$ cat src/rtl/mul_pipe_sched.sv
// ============================================================================
// mul_pipe_sched: round-robin scheduler and stage controller for one shared
// pipelined FP multiplier. It tracks valid/id/tag for each stage and returns them with each result.
// Revision: 1.0
// ============================================================================
`default_nettype none

module mul_pipe_sched #(
  parameter  int SIGN_W     = 1,
  parameter  int EXPO_W     = 8,
  parameter  int MANT_W     = 23,
  parameter  int NUM_REQ    = 2,
  parameter  int PIPE_DEPTH = 3,
  parameter  int TAG_W      = 4,
  localparam int OP_W       = SIGN_W + EXPO_W + MANT_W,
  localparam int IDX_W      = $clog2(NUM_REQ),
  localparam int OCC_W      = $clog2(PIPE_DEPTH + 1)
) (
  input  logic                     clk,
  input  logic                     rst_n,
  input  logic [NUM_REQ-1:0]       req_valid,
  output logic [NUM_REQ-1:0]       req_ready,
  input  logic [NUM_REQ*OP_W-1:0]  req_a,
  input  logic [NUM_REQ*OP_W-1:0]  req_b,
  input  logic [NUM_REQ*TAG_W-1:0] req_tag,
  output logic [OP_W-1:0]          pipe_a,
  output logic [OP_W-1:0]          pipe_b,
  output logic [PIPE_DEPTH-1:0]    pipe_en,
  output logic                     rsp_valid,
  input  logic                     rsp_ready,
  output logic [IDX_W-1:0]         rsp_id,
  output logic [TAG_W-1:0]         rsp_tag,
  output logic [OCC_W-1:0]         occupancy
);

  logic [PIPE_DEPTH-1:0]             v_q, v_d, en;
  logic [PIPE_DEPTH-1:0][IDX_W-1:0]  id_q, id_d;
  logic [PIPE_DEPTH-1:0][TAG_W-1:0]  tag_q, tag_d;
  logic [IDX_W-1:0]                  rr_q, rr_d, gnt_idx;
  logic [OCC_W-1:0]                  occ_q, occ_d;
  logic [IDX_W:0]                    cand;
  logic                              gnt_vld, accept, tail_full;

  // A stage loads unless it and every stage downstream of it are full while the output is held.
  always_comb begin
    en        = '0;
    tail_full = 1'b0;
    for (int k = 0; k < PIPE_DEPTH; k++) begin
      tail_full = 1'b1;
      for (int j = k; j < PIPE_DEPTH; j++) begin
        tail_full = tail_full & v_q[j];
      end
      en[k] = ~tail_full | rsp_ready;
    end
  end

  always_comb begin
    gnt_vld = 1'b0;
    gnt_idx = '0;
    cand    = '0;
    for (int off = 0; off < NUM_REQ; off++) begin
      cand = {1'b0, rr_q} + (IDX_W+1)'(off);
      if (cand >= (IDX_W+1)'(NUM_REQ)) begin
        cand = cand - (IDX_W+1)'(NUM_REQ);
      end
      if (!gnt_vld && req_valid[cand[IDX_W-1:0]]) begin
        gnt_vld = 1'b1;
        gnt_idx = cand[IDX_W-1:0];
      end
    end
  end

  assign accept = gnt_vld & en[0];

  always_comb begin
    req_ready = '0;
    if (accept) begin
      req_ready[gnt_idx] = 1'b1;
    end
  end

  assign pipe_a = gnt_vld ? req_a[gnt_idx*OP_W +: OP_W] : '0;
  assign pipe_b = gnt_vld ? req_b[gnt_idx*OP_W +: OP_W] : '0;

  always_comb begin
    rr_d = rr_q;
    if (accept) begin
      rr_d = (gnt_idx == IDX_W'(NUM_REQ - 1)) ? '0 : gnt_idx + 1'b1;
    end
  end

  always_comb begin
    v_d   = v_q;
    id_d  = id_q;
    tag_d = tag_q;
    if (en[0]) begin
      v_d[0]   = accept;
      id_d[0]  = accept ? gnt_idx : '0;
      tag_d[0] = accept ? req_tag[gnt_idx*TAG_W +: TAG_W] : '0;
    end
    for (int k = 1; k < PIPE_DEPTH; k++) begin
      if (en[k]) begin
        v_d[k]   = v_q[k-1];
        id_d[k]  = id_q[k-1];
        tag_d[k] = tag_q[k-1];
      end
    end
  end

  always_comb begin
    occ_d = '0;
    for (int k = 0; k < PIPE_DEPTH; k++) begin
      occ_d = occ_d + OCC_W'(v_d[k]);
    end
  end

  always_ff @(posedge clk or negedge rst_n) begin
    if (!rst_n) begin
      v_q   <= '0;
      id_q  <= '0;
      tag_q <= '0;
      rr_q  <= '0;
      occ_q <= '0;
    end else begin
      v_q   <= v_d;
      id_q  <= id_d;
      tag_q <= tag_d;
      rr_q  <= rr_d;
      occ_q <= occ_d;
    end
  end

  assign pipe_en   = en;
  assign rsp_valid = v_q[PIPE_DEPTH-1];
  assign rsp_id    = id_q[PIPE_DEPTH-1];
  assign rsp_tag   = tag_q[PIPE_DEPTH-1];
  assign occupancy = occ_q;

endmodule

`default_nettype wire
$ cat config.mk
export PLATFORM = sky130hd
export DESIGN_NAME = mul_pipe_sched
export DESIGN_NICKNAME = d
export VERILOG_FILES = /design/src/rtl/mul_pipe_sched.sv
export SDC_FILE = /design/constraint.sdc
export NUM_CORES = 1
export LEC_CHECK = 0
export ABC_CLOCK_PERIOD_IN_PS = 3580
export CORE_AREA = 2 2 85 87
export CTS_BUF_LIST = sky130_fd_sc_hd__clkbuf_4 sky130_fd_sc_hd__clkbuf_8
export CTS_CLUSTER_DIAMETER = 30
export DETAILED_ROUTE_END_ITERATION = 10
export DIE_AREA = 0 0 87 89
export PLACE_DENSITY = 0.86
export SLEW_MARGIN = 10
export SYNTH_ARGS = -nofsm -noshare
export SYNTH_HDL_FRONTEND = slang
export SYNTH_SLANG_ARGS = --single-unit
$ cat constraint.sdc
create_clock -name clk -period 3.58 [get_ports clk]
set_input_delay 0.358 -clock clk [delete_from_list [all_inputs] [get_ports clk]]
set_output_delay 0.358 -clock clk [all_outputs]
set_load 0.02 [all_outputs]
== After elaboration in Yosys (flattened, before gate mapping) ==
Index checks and enable logic that the tools add are counted.
Storage, ports and cells
  flip-flop bits (word level): 21
  latch bits: 0
  memory bits (writable): 0
  memory bits (read-only): 0
  input bits: 141
  output and inout port bits: 77
  word-level logic and storage cells: 58
  memories: 0
Operators by class
  add/subtract/negate cells: 6
  multipliers: 0
  div/mod/pow operators: 0
  $lt $le $gt $ge: 6
  equality and inequality tests: 0
  shifts and indexed selects: 3
  mux-type cells: 21
  bitwise logic cells: 10
  reduce and logical (&&, ||, !) cells: 3
Operator list (number)
  $shiftx 64x7->32: 2
  $mux 32: 2
  $mux 1: 16
  $shiftx 8x4->4: 1
  $lt 1x2->1 const B: 3
  $and 1x1->1: 4
  $mux 4: 1
  $not 1->1: 3
  $or 1x1->1: 3
  $add 1x1->2: 1
  $add 1x1->2 const B: 1
  $add 2x1->2: 1
  $ge 1x2->1 const B: 1
  $ge 2x2->1 const B: 1
  $logic_and 1x1->1: 2
  $mux 2: 1
  $sub 1x1->1 const B: 2
  $add 1x1->1 const B: 1
  $demux 1 s1: 1
  $ge 1x1->1 const B: 1
  $logic_not 1->1: 1

== Longest topological paths before layout ==
  depth after elaboration: 13
  depth in mapped cells: 7
  gate-level depth less buffers: 5

== Worst setup path after synthesis ==
Ideal clock, no wire load.
  path type: flip-flop to output port
  from: register rr_q
  to: output port pipe_a[10]
  arrival: 1.324 ns
  required time: 3.222 ns
  path slack: 1.898 ns
  stages on the path, launching flop included: 7
  cell sequence: dfrtp_1 -> nand2b_1 -> buf_2 -> and2_4 -> buf_6 -> buf_6 -> o21ai_2
Between the ends
  cells in the longest elaborated chain, start to end: 10
  elaborated cells between the ends (all ways): 19
RTL lines
  from (decl): RTL line 39  | logic [IDX_W-1:0] rr_q, rr_d, gnt_idx;
  from (signal assigned): RTL line 128  | rr_q <= rr_d;
  $ge 1x2->1 or $sub 1x1->1 (tied branches): RTL line 63, 64
  $mux 1: RTL line 63  | if (cand >= (IDX_W+1)'(NUM_REQ)) begin
  $mux 1 (implied by the code) (2 in series): RTL line 66  | if (!gnt_vld && req_valid[cand[IDX_W-1:0]]) begin
  $mux 1: RTL line 66
  $logic_not 1->1: RTL line 66
  $logic_and 1x1->1: RTL line 66
  $mux 1: RTL line 66
  $shiftx 64x7->32: RTL line 82  | assign pipe_a = gnt_vld ? req_a[gnt_idx*OP_W +: OP_W] : '0;
  $mux 32 (*): RTL line 82
  to (decl): RTL line 26  | output logic [OP_W-1:0] pipe_a,
Mark *: on every way between the ends. The rest lies on a longest branch, timed or not. The select of a mux whose other input is x is not followed.

== Final worst setup path ==
  from: register rr_q
  to: output port pipe_b[15]
Between the ends
  cells in the longest elaborated chain, start to end: 10
  elaborated cells between the ends (all ways): 19
RTL lines
  $ge 1x2->1 or $sub 1x1->1 (tied branches): RTL line 63, 64
  $mux 1: RTL line 63
  $mux 1 (implied by the code) (2 in series): RTL line 66
  $mux 1: RTL line 66
  $logic_not 1->1: RTL line 66
  $logic_and 1x1->1: RTL line 66
  $mux 1: RTL line 66
  $shiftx 64x7->32: RTL line 83  | assign pipe_b = gnt_vld ? req_b[gnt_idx*OP_W +: OP_W] : '0;
  $mux 32 (*): RTL line 83
  to (decl): RTL line 27  | output logic [OP_W-1:0] pipe_b,
Marked as above.

==> results.sh <==
export IMPL_critical_path_class="flop to output pin"
export IMPL_htreeDepth=1
export IMPL_path_delay_family="buffers and inverters"
export IMPL_post_route_util=0.6493
export IMPL_avgSynthCellArea_um2=7.431
export IMPL_crit_path_end_kind="output pin"
export IMPL_path_buf_inv=2
export IMPL_start_util=0.3263
export IMPL_route_detailed_drc=0
export IMPL_p_leak_uw=0.001733
export IMPL_syn_area_um2=2192
export IMPL_p_total_uw=1286
export IMPL_outcome="complete, no violations"
export IMPL_num_vias=2872
export IMPL_core_um2=6719
export IMPL_cts_sinks=21
export IMPL_ys_types=29
export IMPL_setup_violations_final=0
export IMPL_routed_wl_mm=9.371
export IMPL_cts_buffer_depth=2
export IMPL_die_y_um=89
export IMPL_cp_data_required_time_ps=3220
export IMPL_overflow=0
export IMPL_slowest_delay_ps=630
export IMPL_synth_top_cell_area_share=0.2397
export IMPL_fin_tns_setup_ps=0
export IMPL_ant_nets=0
export IMPL_rows=30
export IMPL_clkTransAtPathRegs_ps=70
export IMPL_pwr_density_cell_nw_per_um2=294.8
export IMPL_grt_setup_unrepaired="no"
export IMPL_slew_violations=0
export IMPL_mostFrequentLayoutCells="clkdlybuf4s50_1, nand2_1, nand3_1"
export IMPL_maxCapViolations=0
export IMPL_fin_skew_ps=2.364
export IMPL_met3_wirelength_um=760
export IMPL_numCtsBuffers=3
export IMPL_place_congestion=0.8239
export IMPL_ir_worst_vdd_mv=0.1544
export IMPL_yosys_area_top_type="dfrtp_1"
export IMPL_yosys_warnings=0
export IMPL_grt_pass1_vias=2781
export IMPL_nFillCells=568
export IMPL_cts_root_buf="clkbuf_8"
export IMPL_via_per_inst=5.056
export IMPL_hpwl_mm=7.608
export IMPL_drt_iter0_markers=102
export IMPL_post_cts_resized=0
export IMPL_cp_arrival_ps=2190
export IMPL_synth_cells=295
export IMPL_met1Wirelength_mm=3.494
export IMPL_tritoncts="done"
export IMPL_num_nets_final=631
export IMPL_worstMarginPinSlew_ps=882.3
export IMPL_grtUsageTotal=0.2225
export IMPL_die_w_um=87
export IMPL_cp_start_kind="flop"
export IMPL_antenna_found_initial=0
export IMPL_post_cts_buffers=0
export IMPL_final_hold_viol_count=0
export IMPL_met2_length_mm=4.957
export IMPL_min_period_ps=2545
export IMPL_grt_max_degree=45
export IMPL_layout_commonest_cell="clkdlybuf4s50_1"
export IMPL_synth_nets=437
export IMPL_fmax_mhz=393.0
export IMPL_path_cells="nand2b_2, and2_4, buf_4, o21ai_2, clkdlybuf4s50_1"
export IMPL_highest_layer="met4"
export IMPL_dieArea_um2=7743
export IMPL_crit_fanout=15
export IMPL_synthTopCellsByArea="dfrtp_1, o21ai_2, nand3_1"
export IMPL_hold_path_class="flop to flop"
export IMPL_slew_limit_headroom=0.4099
export IMPL_io_pins=218
export IMPL_ys_ff_latch=21
export IMPL_fin_crit_sh=0.7108
export IMPL_dr_pass1_iters=4
export IMPL_synth_seq_area_share=0.2397
export IMPL_numPortBuffers=217
export IMPL_worstSkewPairLatency_ps=250
export IMPL_grt_pass1_wl_mm=13.67
export IMPL_area_delta_synth_final_pct=99.03
export IMPL_drive_above_1_share=0.1680
export IMPL_cp_slowest_cell="clkdlybuf4s50_1"
export IMPL_holdBufCountCts=0
export IMPL_n_antenna_cell=0
export IMPL_wire_per_inst_um=16.50
==> worst register-to-register path: cells and delay by family, from the launching register on <==
kind            cells  cell delay [ps]
simple gates        1              540
fa+ha+maj           1              540
flops               1              400
compound gates      1              230
buf+inv             1               40
==> through the flow <==
stage | cell area (um2) | hold WS, ps | setup slack [ps] | std cells
after detailed placement | 4314 | 481.3 | 1126 | 564
after floorplan | 2192 | 62.41 | 1898 | 295
after CTS | 4363 | 497.6 | 1025 | 568
after global placement | 4314 | 461.7 | 1146 | 564
final | 4363 | 493.1 | 1035 | 568
after global routing | 4363 | 506.5 | 943.2 | 568
==> flip-flops by register name, summed over array words and instances, names as in the netlist <==
register   flops
rsp_tag        4
occupancy      2
v_q            3
tag_q          8
id_q           2
rsp_id         1
rr_q           1
==> power by group <==
group / switching [uW] / internal (uW)
logic: 405 / 419
clock network: 68.7 / 86.5
registers: 24.8 / 282
total: 498 / 788
==> layout make-up <==
cell class                 instances  area (um2)  area share
inverter                           7       26.28    0.006022
tap                               80       100.1     0.02294
clock buffer                       4       48.80     0.01118
multi-input combinational        230        1420      0.3255
timing repair buffer             226        2242      0.5139
sequential                        21       525.5      0.1204
==> synth_stat cells <==
master / number
nand2b_1: 1
nor2b_1: 1
nor3_1: 1
a31oi_1: 1
o21ai_2: 60
or2_1: 1
a32oi_1: 4
nor2_2: 1
nand2_1: 64
and3_1: 1
dfrtp_1: 21
o21ai_1: 4
a21o_1: 1
a21oi_1: 6
inv_1: 4
inv_2: 3
and2_1: 1
nand3_1: 64
fa_1: 1
buf_4: 6
clkbuf_1: 17
nand3b_4: 1
nor2_1: 4
and2_4: 1
mux2_1: 10
buf_2: 7
buf_6: 7
a21boi_1: 1
or3_1: 1
==> logic make-up after synthesis <==
logic type	after synthesis	share of synthesized area
mux	10	0.05137
compound gates	77	0.2882
buf+inv	44	0.1136
simple gates	142	0.2980
fa+ha+maj	1	0.009133
flops	21	0.2397
==> layer usage <==
metal | global-route usage | up-vias
met1 | 0.2525 | 1320
met3 | 0.07295 | 16
met5 | 0 | -
met2 | 0.4094 | 125
li1 | - | 1411
met4 | 0.04261 | 0
==> path summary, 6_finish.rpt <==
| kind | from | endpoint | slack (ps) | cells past startpoint |
|---|---|---|---|---|
| worst max-delay path | rr_q | pipe_b[15] | 1040 | 5 |
| worst min-delay path | rsp_tag[3] | rsp_tag[3] | 490 | 1 |
| worst max register to register | v_q[2] | occupancy[0] | 1720 | 4 |
| worst min register to register | rsp_tag[3] | rsp_tag[3] | 490 | 1 |
| max in group asynchronous | rst_n | rsp_tag[0] | 2430 | 1 |
| min in group asynchronous | rst_n | rsp_tag[3] | 610 | 1 |
Power figures use the tool's default switching activity.
